**src/rtl/wait_event_engine.sv**
```systemverilog
// rtl/wait_event_engine.sv - single-channel event waiter with timeout, abort and elapsed-cycle report
//
// Purpose:
//   On start, latches a channel select, event mode, compare value and timeout.
//   It then watches the selected channel of wait_signals until the event occurs,
//   the timeout expires, or abort is given.
//
// Ports:
//   clk, rst_n     - clock and asynchronous active-low reset
//   start          - request a wait (sampled only in IDLE)
//   abort          - cancel the wait in progress
//   sel            - channel index to monitor
//   mode           - 00 rising bit0, 01 falling bit0, 10 level equal, 11 any change
//   match_value    - compare value for level mode
//   max_timeout    - timeout in cycles, 0 disables it
//   wait_signals   - flattened channels, channel i at [i*WAIT_WIDTH +: WAIT_WIDTH]
//   busy           - high while waiting
//   done           - one-cycle pulse on event
//   timeout        - one-cycle pulse on expiry
//   err            - one-cycle pulse on start with an out-of-range sel
//   elapsed        - WAIT cycles used by the last completed wait
module wait_event_engine #(
    parameter int WAIT_SIZE     = 5,
    parameter int WAIT_WIDTH    = 1,
    parameter int TIMEOUT_WIDTH = 32,
    parameter int SEL_WIDTH     = 3
) (
    input  logic                            clk,
    input  logic                            rst_n,
    input  logic                            start,
    input  logic                            abort,
    input  logic [SEL_WIDTH-1:0]            sel,
    input  logic [1:0]                      mode,
    input  logic [WAIT_WIDTH-1:0]           match_value,
    input  logic [TIMEOUT_WIDTH-1:0]        max_timeout,
    input  logic [WAIT_SIZE*WAIT_WIDTH-1:0] wait_signals,
    output logic                            busy,
    output logic                            done,
    output logic                            timeout,
    output logic                            err,
    output logic [TIMEOUT_WIDTH-1:0]        elapsed
);

    localparam logic [0:0] ST_IDLE = 1'b0;
    localparam logic [0:0] ST_WAIT = 1'b1;

    localparam logic [TIMEOUT_WIDTH-1:0] CNT_MAX = '1;

    logic [0:0]               state_q, state_d;
    logic [SEL_WIDTH-1:0]     sel_q, sel_d;
    logic [1:0]               mode_q, mode_d;
    logic [WAIT_WIDTH-1:0]    match_q, match_d;
    logic [TIMEOUT_WIDTH-1:0] max_to_q, max_to_d;
    logic [WAIT_WIDTH-1:0]    prev_q, prev_d;
    logic [TIMEOUT_WIDTH-1:0] cnt_q, cnt_d;
    logic [TIMEOUT_WIDTH-1:0] elapsed_q, elapsed_d;
    logic                     done_q, done_d;
    logic                     timeout_q, timeout_d;
    logic                     err_q, err_d;

    // live_chan follows the sel input (used when a wait is accepted);
    // cur_chan follows the latched select (used while waiting).
    logic [WAIT_WIDTH-1:0]    live_chan;
    logic [WAIT_WIDTH-1:0]    cur_chan;
    logic                     sel_valid;

    always_comb begin
        live_chan = '0;
        cur_chan  = '0;
        sel_valid = 1'b0;
        for (int i = 0; i < WAIT_SIZE; i++) begin
            if (sel == SEL_WIDTH'(i)) begin
                live_chan = wait_signals[i*WAIT_WIDTH +: WAIT_WIDTH];
                sel_valid = 1'b1;
            end
            if (sel_q == SEL_WIDTH'(i)) begin
                cur_chan = wait_signals[i*WAIT_WIDTH +: WAIT_WIDTH];
            end
        end
    end

    logic event_hit;

    always_comb begin
        event_hit = 1'b0;
        case (mode_q)
            2'b00:   event_hit = !prev_q[0] && cur_chan[0];
            2'b01:   event_hit = prev_q[0] && !cur_chan[0];
            2'b10:   event_hit = (cur_chan == match_q);
            default: event_hit = (cur_chan != prev_q);
        endcase
    end

    // Saturating increment keeps an untimed wait from wrapping back to zero.
    logic [TIMEOUT_WIDTH-1:0] cnt_next;
    logic                     expire;

    assign cnt_next = (cnt_q == CNT_MAX) ? cnt_q : cnt_q + TIMEOUT_WIDTH'(1);
    assign expire   = (max_to_q != '0) && (cnt_next == max_to_q);

    always_comb begin
        state_d   = state_q;
        sel_d     = sel_q;
        mode_d    = mode_q;
        match_d   = match_q;
        max_to_d  = max_to_q;
        prev_d    = prev_q;
        cnt_d     = cnt_q;
        elapsed_d = elapsed_q;
        done_d    = 1'b0;
        timeout_d = 1'b0;
        err_d     = 1'b0;

        case (state_q)
            ST_IDLE: begin
                if (start) begin
                    if (sel_valid) begin
                        sel_d    = sel;
                        mode_d   = mode;
                        match_d  = match_value;
                        max_to_d = max_timeout;
                        prev_d   = live_chan;
                        cnt_d    = '0;
                        state_d  = ST_WAIT;
                    end else begin
                        err_d = 1'b1;
                    end
                end
            end
            ST_WAIT: begin
                prev_d = cur_chan;
                // Priority: abort, then event, then expiry.
                if (abort) begin
                    state_d = ST_IDLE;
                end else if (event_hit) begin
                    done_d    = 1'b1;
                    elapsed_d = cnt_next;
                    state_d   = ST_IDLE;
                end else if (expire) begin
                    timeout_d = 1'b1;
                    elapsed_d = max_to_q;
                    state_d   = ST_IDLE;
                end else begin
                    cnt_d = cnt_next;
                end
            end
            default: state_d = ST_IDLE;
        endcase
    end

    always_ff @(posedge clk or negedge rst_n) begin
        if (!rst_n) begin
            state_q   <= ST_IDLE;
            sel_q     <= '0;
            mode_q    <= '0;
            match_q   <= '0;
            max_to_q  <= '0;
            prev_q    <= '0;
            cnt_q     <= '0;
            elapsed_q <= '0;
            done_q    <= 1'b0;
            timeout_q <= 1'b0;
            err_q     <= 1'b0;
        end else begin
            state_q   <= state_d;
            sel_q     <= sel_d;
            mode_q    <= mode_d;
            match_q   <= match_d;
            max_to_q  <= max_to_d;
            prev_q    <= prev_d;
            cnt_q     <= cnt_d;
            elapsed_q <= elapsed_d;
            done_q    <= done_d;
            timeout_q <= timeout_d;
            err_q     <= err_d;
        end
    end

    assign busy    = (state_q == ST_WAIT);
    assign done    = done_q;
    assign timeout = timeout_q;
    assign err     = err_q;
    assign elapsed = elapsed_q;

endmodule

```
**config.mk**
```make
export PLATFORM = sky130hd
export DESIGN_NAME = wait_event_engine
export DESIGN_NICKNAME = d
export VERILOG_FILES = /design/src/rtl/wait_event_engine.sv
export SDC_FILE = /design/constraint.sdc
export NUM_CORES = 1
export LEC_CHECK = 0
export ABC_AREA = 0
export CORE_MARGIN = 1
export CORE_UTILIZATION = 34
export CTS_CLUSTER_DIAMETER = 150
export DETAILED_ROUTE_END_ITERATION = 10
export PLACE_DENSITY_LB_ADDON = 0.25
export SLEW_MARGIN = 20
export SYNTH_ARGS = -nofsm -noshare
export SYNTH_HDL_FRONTEND = slang
export SYNTH_SLANG_ARGS = --single-unit
```
**constraint.sdc**
```tcl
create_clock -name clk -period 5.4 [get_ports clk]
set_input_delay 0.81 -clock clk [delete_from_list [all_inputs] [get_ports clk]]
set_output_delay 0.81 -clock clk [all_outputs]
set_load 0.01 [all_outputs]
```
==> key figures, run 1 <==
Outcome
  – Status: finished, final reports clean

Detailed routing
  – Pre-Repair DR Iteration Count: 9
  – Starting DRC count in detailed routing: 813
  – Average wire per standard cell: 25.8 um
  – Antenna-violating nets left: 0
  – Post-Route WL: 33400 um
  – DRC: 0
  – Vias post-DR: 7974
  – Vias per inst: 6.16

Clock network
  – Worst-skew pair later-pin latency: 0.38 ns
  – Clock Tree Root: clkbuf_16
  – CTS tree: done
  – Hold_buf cts: 0
  – Setup repair bufs after CTS: 0
  – CTS sink count: 107
  – CTS buffer count: 9
  – CTS max path bufs: 2
  – H-tree lvl count: 3
  – Post-CTS sizing: 0
  – Worst-path clk slew: 0.08 ns

Global routing
  – Initial antenna violation count: 0
  – Vias in the first global route: 7574
  – Tot GR Track Use: 0.288
  – Gr ovfl total: 0
  – Largest net degree at the start of global routing: 62
  – Global-route wire length before repair: 50000 um

STA
  – Setup Viol. Count Final: 0
  – Final number of hold-violating endpoints: 0
  – Clock Skews: 0.0178 ns
  – Fin crit period: 4.89 ns
  – Slew Limit Headroom: 0.236
  – Setup ws final: 0.510 ns
  – Least-Margin Pin Slew: 1.14 ns
  – RSZ-0062 raised after global routing: no
  – Max Slew Vio Count: 0
  – Worst hold margin: 0.500 ns
  – Setup TNS Final: 0 ns
  – Maximum clock rate: 0.205 GHz
  – Final cycle utilization of the critical path: 0.905

Floorplan
  – Row count: 54
  – Die height: 153 um
  – DIE AREA: 23400 um^2
  – Die X: 153 um
  – Initial Utilization: 0.351
  – Area of the core: 22100 um^2
  – IO Pins: 83

Placed design
  – GP Congestion: 1.08
  – Setup WS pre-CTS: 0.630 ns
  – Placed cell areas: 8990 um^2
  – PortBufs: 82
  – Detailed Place HPWL: 25300 um

Logic synthesis
  – Syn nets: 996
  – Synth unique cells: 78
  – Synth area leader: dfrtp_1
  – Synth area leaders: dfrtp_1, nand2_1, nand3_1, xnor2_1, nor3_1
  – Number of synthesized flops with an enable pin: 0
  – #FFs+latches synth: 107
  – Synth Flop Type: dfrtp_1
  – Synth Area per Inst: 8.20 um^2
  – Synth top area share: 0.345
  – Synthesized netlist cell count: 946
  – Async SR Flop Fraction: 1.00
  – Synthesized cell area: 7760 um^2
  – Sequential element share of the synthesized area: 0.345
  – Ys Warns: 0

Setup path
  – CP startpoint kind: register
  – Critical path's slowest cell: dfrtp_1
  – Cells on worst reg2reg path: 12
  – Worst r2r dst: elapsed[25]
  – Kind of end point of the critical path: register
  – Critical path, cell by cell: ha_1 -> nand3_1 -> buf_4 -> or4_1 -> a211oi_1 -> xor3_1 -> a211oi_1 -> nand4_1 -> or4_1 -> nand4b_1 -> or3_1 -> o211a_1
  – WP data required: 5.67 ns
  – Slowest cell delay on critical path: 0.56 ns
  – RR Startpoint: cnt_q[0]
  – FF-to-FF setup slack: 0.51 ns
  – Setup Crit Path Kind: register to register
  – CP Data Arrival Time: 5.16 ns
  – CP max FO: 12

Layout
  – Utilization after layout: 0.420
  – Fin nets: 1059
  – Layout cell share with drive strength beyond 1: 0.0947
  – Filler cell count: 2285
  – Number of antenna diodes: 0
  – Finished Cell Area: 9290 um^2
  – Layout area overhead: 19.8%

Job
  – Max-Cap Viols: 0

Power
  – Pleak: 3.75 nW
  – P per Cell Area: 408 nW/um^2
  – VDD IR max: 0.244 mV

Min path
  – Worst min path class: input port to async pin
[metal layers]
layer / GRT usage / vias up / share of wire
met1: 0.393 / 3860 / 0.43
li1: - / 3595 / -
met5: 0 / - / 0
met2: 0.438 / 437 / 0.44
met4: 0.143 / 0 / 0.048
met3: 0.0513 / 82 / 0.081
[report_power, final]
part	total (mW)	switching, mW	internal [mW]	leakage (nW)
logic	1.66	0.895	0.762	2.23
clock network	0.712	0.371	0.341	0.146
registers	1.42	0.370	1.05	1.37
total	3.79	1.64	2.15	3.75
[cells by family after synthesis]
| group | synth area share |
|---|---|
| muxes | 0.0234 |
| adders and majority gates | 0.00484 |
| buffers and inverters | 0.0602 |
| xor gates and xnor gates | 0.0615 |
| DFF | 0.345 |
| AOI/OAI and AO/OA | 0.191 |
| and+or+nand+nor | 0.314 |
[synthesized netlist by cell type, types with 4 or more instances]
cell,number
nand2_1,184
dfrtp_1,107
clkbuf_1,50
nand3_1,48
nor2_1,45
nor3_1,44
o21ai_0,39
nand4_1,30
buf_2,28
xnor2_1,27
inv_1,24
xor2_1,22
a32oi_1,17
o211ai_1,16
o31ai_1,16
nand2b_1,15
nor2b_1,14
nor4_1,14
a21oi_1,12
a2bb2oi_1,11
and3_1,11
o221a_1,10
a211oi_1,9
and4_1,9
mux2i_1,8
a31oi_1,7
and2_1,7
or4_1,7
nand4b_1,6
o221ai_1,6
o211a_1,5
or3_1,5
a2111oi_0,4
a21o_1,4
buf_4,4
nor4_4,4
nor4bb_1,4
o2111a_1,4
[cells in the final DEF, fill, tap and decap left out, types with 5 or more instances in the layout]
cell and count:
or4_1 7, a2bb2oi_1 11, o221ai_1 6, xnor2_1 27, nor2b_1 13, nand4_1 30
o211ai_1 16, nand3_1 47, o221a_1 10, a32oi_1 17, nand2_1 184, xor2_1 22
o31ai_1 16, a21oi_1 12, nor3_1 44, dfrtp_1 107, inv_1 24, nand2b_1 15
a211oi_1 9, and3_1 11, nand4b_1 6, a31oi_1 7, or3_1 5, o21ai_0 39
clkbuf_16 9, o211a_1 5, mux2i_1 8, clkdlybuf4s50_1 81, and4_1 9, and2_1 7
nor4_1 14, nor2_1 45, buf_4 55
[flip-flops by register name, indices dropped and copies added, names as in the netlist, 2 cells and up]
| name | cells |
|---|---|
| cnt_q | 32 |
| elapsed | 32 |
| mode_q | 2 |
| sel_q | 3 |
| max_to_q | 32 |
[final cells by class]
type | count | area (um^2) | area share
well taps | 280 | 350 | 0.0377
repair buffers | 137 | 1240 | 0.134
flip-flops and latches | 107 | 2680 | 0.288
multi-input cells | 730 | 4630 | 0.498
clock buffers | 10 | 239 | 0.0257
inverters | 24 | 90.1 | 0.00970
clock inverters | 6 | 63.8 | 0.00687
[metrics by stage]
stage               instances  total power [mW]
finish                   1294              3.79
global route             1294              3.99
CTS                      1294              3.78
detailed placement       1278              3.06
global placement         1278              3.08
floorplan                 946              2.28
[how the worst max path moves through the flow]
stage,start,endpoint,slack (ns),depth (start not counted)
6_report,cnt_q[0],elapsed[25],0.51,12
2_1_floorplan,cnt_q[1],elapsed[0],1.26,12
4_1_cts,cnt_q[0],elapsed[17],0.59,13
3_3_place_gp,cnt_q[0],elapsed[25],0.72,12
3_5_place_dp,cnt_q[0],elapsed[24],0.63,11
5_1_grt,cnt_q[0],elapsed[17],0.30,13
[worst max-delay path: cells and delay by family, from the launching register on]
kind	cells	cell delay, ns
buf+inv	1	0.20
fa+ha+maj	1	0.37
simple gates	6	2.45
compound gates	3	0.89
flops	1	0.56
xor+xnor	1	0.30
(Power assumes the default switching activity.)
==> inputs of run 2 (changes only) <==
--- a/config.mk
+++ b/config.mk
@@ -6,6 +6,7 @@
 export NUM_CORES = 1
 export LEC_CHECK = 0
 export ABC_AREA = 0
+export CORE_ASPECT_RATIO = 0.7
 export CORE_MARGIN = 1
 export CORE_UTILIZATION = 34
 export CTS_CLUSTER_DIAMETER = 150
==> run 2 against run 1 <==
Net effect: wire length up 2.4%; sequential power barely moved; fmax shrank 5.9%.
==> key figures, run 2 (synthesis results as in run 1) <==
Detailed routing
  – Met3 WL: 3880 um (+44%)
  – Pre-Repair DR Iteration Count: 5 (-4)
  – Met2 routed WL: 13600 um (-7.7%)
  – Antenna-violating nets left: 0 (unchanged)
  – Post-Route WL: 34200 um (+2.4%)
  – Average wire per standard cell: 26.1 um (+1.1%)
  – Top Layer Used: met4
  – Vias per inst: 6.18 (+0.36%)
  – Starting DRC count in detailed routing: 1129 (+39%)
  – M1 WL: 15700 um (+9.6%)
  – DRC: 0 (unchanged)
  – Vias post-DR: 8108 (+1.7%)

Floorplan
  – Row count: 45 (-17%)
  – Die X: 183 um (+19%)
  – IO Pins: 83 (unchanged)
  – Area of the core: 22000 um^2 (-0.36%)
  – Initial Utilization: 0.352 (+0.00126)
  – Die height: 128 um (-16%)
  – DIE AREA: 23400 um^2 (about the same)

Power
  – Int Power: 2.23 mW (+3.3%)
  – Pleak: 3.72 nW (-0.63%)
  – VDD IR max: 0.241 mV (-1.2%)
  – PnR Total Power: 3.88 mW (+2.4%)
  – Register share of total power: 0.371 (-0.004)
  – Combinational power share: 0.437 (about the same)
  – P per Cell Area: 418 nW/um^2 (+2.5%)
  – Clk pwr share: 0.192 (+0.004)
  – Sw Share: 0.427 (-0.00503)
  – Net switching power: 1.66 mW (+1.2%)

STA
  – Setup Viol. Count Final: 0 (unchanged)
  – Setup TNS Final: 0 ns (unchanged)
  – Fin crit period: 5.20 ns (+0.306 ns)
  – Slew Limit Headroom: 0.342 (+0.105)
  – Max Slew Vio Count: 0 (unchanged)
  – Least-Margin Pin Slew: 0.984 ns (-0.157 ns)
  – Final cycle utilization of the critical path: 0.962 (+0.0566)
  – Clock Skews: 0.0107 ns (-0.00703 ns)
  – RSZ-0062 raised after global routing: no
  – Maximum clock rate: 0.192 GHz (-5.9%)
  – Final number of hold-violating endpoints: 0 (unchanged)

Placed design
  – DP Cell Count: 1295 (+1.3%)
  – PortBufs: 82 (unchanged)
  – Detailed Place HPWL: 26000 um (+2.8%)
  – GP Congestion: 1.05 (-3.6%)
  – Placed cell areas: 8960 um^2 (-0.29%)

Global routing
  – Vias in the first global route: 7487 (-1.1%)
  – Initial antenna violation count: 0 (unchanged)
  – Tot GR Track Use: 0.300 (+0.0119)
  – Largest net degree at the start of global routing: 61 (-1.6%)
  – Gr ovfl total: 0 (unchanged)
  – Global-route wire length before repair: 51200 um (+2.5%)

Clock network
  – Clock Tree Root: clkbuf_16
  – Setup repair bufs after CTS: 0 (unchanged)
  – Hold_buf cts: 0 (unchanged)
  – CTS tree: done
  – CTS sink count: 107 (unchanged)
  – CTS buffer count: 9 (unchanged)
  – Post-CTS sizing: 0 (unchanged)
  – H-tree lvl count: 3 (unchanged)
  – Worst-path clk slew: 0.08 ns (about the same)
  – Worst-skew pair later-pin latency: 0.38 ns (about the same)
  – CTS max path bufs: 2 (unchanged)

Layout
  – Finished Cell Area: 9280 um^2 (about the same)
  – Layout area overhead: 19.7% (about the same)
  – Utilization after layout: 0.422 (+0.00122)
  – Commonest non-fill, non-tap cell in the layout: nand2_1
  – Final Instance Count excl. Fillers: 1311 (+1.3%)
  – Filler cell count: 2251 (-1.5%)
  – Fin nets: 1051 (-0.76%)
  – Number of antenna diodes: 0 (unchanged)
  – Most frequent cells in the layout: nand2_1, dfrtp_1, clkdlybuf4s50_1, nand3_1, buf_4
  – Reg area: 2680 um^2 (unchanged)
  – Multi-input logic area: 4630 um^2 (about the same)
  – Layout cell share with drive strength beyond 1: 0.0885 (-0.00621)

Setup path
  – CP startpoint kind: register
  – CP max FO: 14 (+2)
  – WP data required: 5.66 ns (about the same)
  – Kind of end point of the critical path: register
  – Setup Crit Path Kind: register to register
  – CP Data Arrival Time: 5.45 ns (+0.29 ns)

Min path
  – Worst min path class: input port to async pin

Job
  – Max-Cap Viols: 0 (unchanged)

Outcome
  – Status: finished, final reports clean
==> run 2: changes by cell type in the layout (fill, tap and decap cells not counted) <==
cell,delta
clkbuf_8,-1
buf_4,-8
clkinv_2,+2
inv_8,-1
inv_6,-1
nor2_1,-1
bufinv_16,+2
nor2_2,+1
clkinv_8,-1
==> run 2: per-layer routing <==
layer | track usage | vias up
met5 | 0 | -
met4 | 0.0974 | 0
met3 | 0.0843 | 69
met2 | 0.418 | 528
met1 | 0.442 | 3922
li1 | - | 3589
==> run 2: worst paths after layout <==
| kind | cells past startpoint | slack, ns | endpoint | from |
|---|---|---|---|---|
| worst max-delay path | 10 | 0.20 | elapsed[20] | cnt_q[0] |
| worst min-delay path | 1 | 0.47 | cnt_q[11] | rst_n |
| worst max register to register | 10 | 0.20 | elapsed[20] | cnt_q[0] |
| worst min register to register | 2 | 0.50 | mode_q[0] | mode_q[0] |
| max in group asynchronous | 2 | 3.68 | elapsed[28] | rst_n |
| min in group clk | 2 | 0.50 | mode_q[0] | mode_q[0] |
==> run 2: critical path: stages (launching register included) <==
cell and delay [ns]:
dfrtp_1 0.57, ha_1 0.36, nand3_1 0.23, or4_1 0.61, a211oi_1 0.64, xor3_1 0.33
a211oi_1 0.36, or4b_1 0.47, or4_4 0.65, or2_1 0.49, o221a_1 0.35
==> run 2: stage by stage <==
step / hold WS, ns / setup slack [ns]
final: 0.472 / 0.204
after CTS: 0.491 / 0.313
after detailed placement: 0.487 / 0.343
after floorplan: 0.454 / 1.26
after global placement: 0.484 / 0.404
after global routing: 0.527 / 0.0107
==> run 2: final cells by class <==
type | instances | share of cell area
Sequential cell | 107 | 0.288
Clock buffer | 9 | 0.0243
Timing Repair Buffer | 129 | 0.127
Clock inverter | 7 | 0.0105
Multi-Input combinational cell | 730 | 0.499
Inverter | 24 | 0.00970
Tap cell | 305 | 0.0411
==> run 2: power groups by stage <==
stage          combinational [mW]  clock [mW]  sequential [mW]
2_1_floorplan               0.989           0             1.30
3_5_place_dp                 1.67           0             1.44
6_report                     1.70       0.745             1.44
5_1_grt                      1.83       0.784             1.47
4_1_cts                      1.68       0.763             1.43
3_3_place_gp                 1.67           0             1.44
==> inputs of run 3 (changes only) <==
--- a/config.mk
+++ b/config.mk
@@ -11,8 +11,10 @@
 export CORE_UTILIZATION = 34
 export CTS_CLUSTER_DIAMETER = 150
 export DETAILED_ROUTE_END_ITERATION = 10
+export GPL_ROUTABILITY_DRIVEN = 0
 export PLACE_DENSITY_LB_ADDON = 0.25
 export SLEW_MARGIN = 20
 export SYNTH_ARGS = -nofsm -noshare
 export SYNTH_HDL_FRONTEND = slang
 export SYNTH_SLANG_ARGS = --single-unit
+export TNS_END_PERCENT = 5
==> run 3 against run 2 <==
Net effect: non-clock buffer count is 15 lower; count of clock-buffer cells in the layout is 3 higher; critical path depth is 1 higher; sequential power hardly changed; clock skew is 0.0045 ns lower; power is 2.6% lower; utilization is 0.62 points lower; clock power is 4.7% lower; critical endpoint is now cnt_q[2].
==> key figures, run 3 (synthesis results as in run 1) <==
Clock network
  – Hold_buf cts: 0 (unchanged)
  – Clock Tree Root: clkbuf_16
  – CTS buffer count: 9 (unchanged)
  – Post-CTS sizing: 0 (unchanged)
  – Worst-skew pair later-pin latency: 0.37 ns (about the same)
  – Setup repair bufs after CTS: 0 (unchanged)
  – Worst-path clk slew: 0.07 ns (about the same)
  – CTS tree: done
  – CTS sink count: 107 (unchanged)
  – CTS max path bufs: 2 (unchanged)
  – H-tree lvl count: 3 (unchanged)

Placed design
  – Detailed Place HPWL: 22500 um (-14%)
  – PortBufs: 82 (unchanged)
  – Placed cell areas: 8830 um^2 (-1.4%)
  – Setup WS pre-CTS: 0.730 ns (+0.387 ns)

Floorplan
  – Initial Utilization: 0.352 (unchanged)
  – DIE AREA: 23400 um^2 (unchanged)
  – IO Pins: 83 (unchanged)
  – Row count: 45 (unchanged)
  – Die height: 128 um (unchanged)
  – Area of the core: 22000 um^2 (unchanged)
  – Die X: 183 um (unchanged)

STA
  – Maximum clock rate: 0.201 GHz (+4.4%)
  – Least-Margin Pin Slew: 1.10 ns (+0.115 ns)
  – Clock Skews: 0.00626 ns (-0.00448 ns)
  – Setup ws final: 0.422 ns (+0.218 ns)
  – Max Slew Vio Count: 0 (unchanged)
  – Fin crit period: 4.98 ns (-0.218 ns)
  – Slew Limit Headroom: 0.265 (-0.0771)
  – RSZ-0062 raised after global routing: no
  – Final number of hold-violating endpoints: 0 (unchanged)
  – Setup Viol. Count Final: 0 (unchanged)
  – Final cycle utilization of the critical path: 0.922 (-0.0404)
  – Setup TNS Final: 0 ns (unchanged)

Power
  – P per Cell Area: 414 nW/um^2 (-1.1%)
  – VDD IR max: 0.228 mV (-5.1%)
  – PnR Total Power: 3.78 mW (-2.6%)
  – Pleak: 3.63 nW (-2.4%)

Detailed routing
  – DRC: 0 (unchanged)
  – Starting DRC count in detailed routing: 1161 (+2.8%)
  – Post-Route WL: 30800 um (-10%)
  – Vias post-DR: 8078 (-0.37%)
  – Pre-Repair DR Iteration Count: 8 (+3)
  – Average wire per standard cell: 23.7 um (-9.0%)
  – Vias per inst: 6.23 (+0.78%)
  – Antenna-violating nets left: 0 (unchanged)

Layout
  – Layout cell share with drive strength beyond 1: 0.0727 (-0.0158)
  – Multi-input logic area: 4630 um^2 (about the same)
  – Layout area overhead: 17.9%
  – Commonest non-fill, non-tap cell in the layout: nand2_1
  – Most frequent cells in the layout: nand2_1, dfrtp_1, clkdlybuf4s50_1, nand3_1, nor2_1
  – Reg area: 2680 um^2 (unchanged)
  – Utilization after layout: 0.416 (-0.00620)
  – Filler cell count: 2241 (-0.44%)
  – Fin nets: 1036 (-1.4%)
  – Number of antenna diodes: 0 (unchanged)
  – Finished Cell Area: 9150 um^2 (-1.5%)

Global routing
  – Largest net degree at the start of global routing: 70 (+15%)
  – Gr ovfl total: 0 (unchanged)
  – Global-route wire length before repair: 46800 um (-8.7%)
  – Initial antenna violation count: 1 (+1)
  – Tot GR Track Use: 0.266 (-0.0337)
  – Vias in the first global route: 7420 (-0.89%)

Job
  – Max-Cap Viols: 0 (unchanged)

Setup path
  – Setup Crit Path Kind: register to register
  – CP Data Arrival Time: 5.21 ns (-0.24 ns)
  – CP max FO: 12 (-2)
  – WP data required: 5.63 ns (-0.03 ns)
  – CP startpoint kind: register
  – Kind of end point of the critical path: register

Outcome
  – Status: finished, final reports clean

Min path
  – Worst min path class: register to register
==> run 3: changes by cell type in the layout (fill, tap and decap cells not counted), sizes merged <==
| cell | delta |
|---|---|
| clkbuf | +3 |
| clkinv | -1 |
| inv | -1 |
| bufinv | -1 |
| buf | -15 |
==> run 3: final cells by class <==
cell class / count / share of cell area
clock buffers: 12 / 0.0280
well taps: 305 / 0.0417
repair buffers: 114 / 0.116
multi-input cells: 730 / 0.506
flip-flops and latches: 107 / 0.293
inverters: 24 / 0.00985
clock inverters: 4 / 0.00629
==> run 3: metrics by stage <==
stage,hold WS (ns),instances
after CTS,0.506,1296
after global routing,0.553,1296
final,0.499,1296
after detailed placement,0.488,1280
after floorplan,0.454,946
after global placement,0.486,1280
==> run 3: report_power, final <==
part / internal, mW / switching, mW / leakage [nW]
combinational: 0.742 / 0.881 / 2.12
sequential: 1.05 / 0.398 / 1.37
clock: 0.390 / 0.321 / 0.151
==> run 3: path summary, 6_finish.rpt <==
check	cells past startpoint	slack [ns]	end	from
worst max-delay path	11	0.42	cnt_q[2]	cnt_q[0]
worst min-delay path	2	0.50	match_q	match_q
worst max register to register	11	0.42	cnt_q[2]	cnt_q[0]
worst min register to register	2	0.50	match_q	match_q
max in group asynchronous	2	3.74	elapsed[4]	rst_n
min in group asynchronous	1	0.59	cnt_q[17]	rst_n
==> run 3: critical path: stages (launching register included) <==
cell and delay [ns]:
dfrtp_1 0.55, ha_1 0.35, nand3_1 0.20, nor2_1 0.70, nand4_1 0.46, mux2_2 0.42, nor2_1 0.10, nand4b_1 0.15
or4_1 0.61, and4b_1 0.52, mux2_2 0.38, a2111oi_0 0.39
==> run 3: layer usage <==
metal	share of wire	global-route usage	wire length (um)	up-vias
li1	-	-	-	3557
met1	0.45	0.389	13900	3822
met2	0.37	0.347	11300	594
met3	0.14	0.107	4370	105
met4	0.039	0.0934	1210	0
met5	0	0	0	-
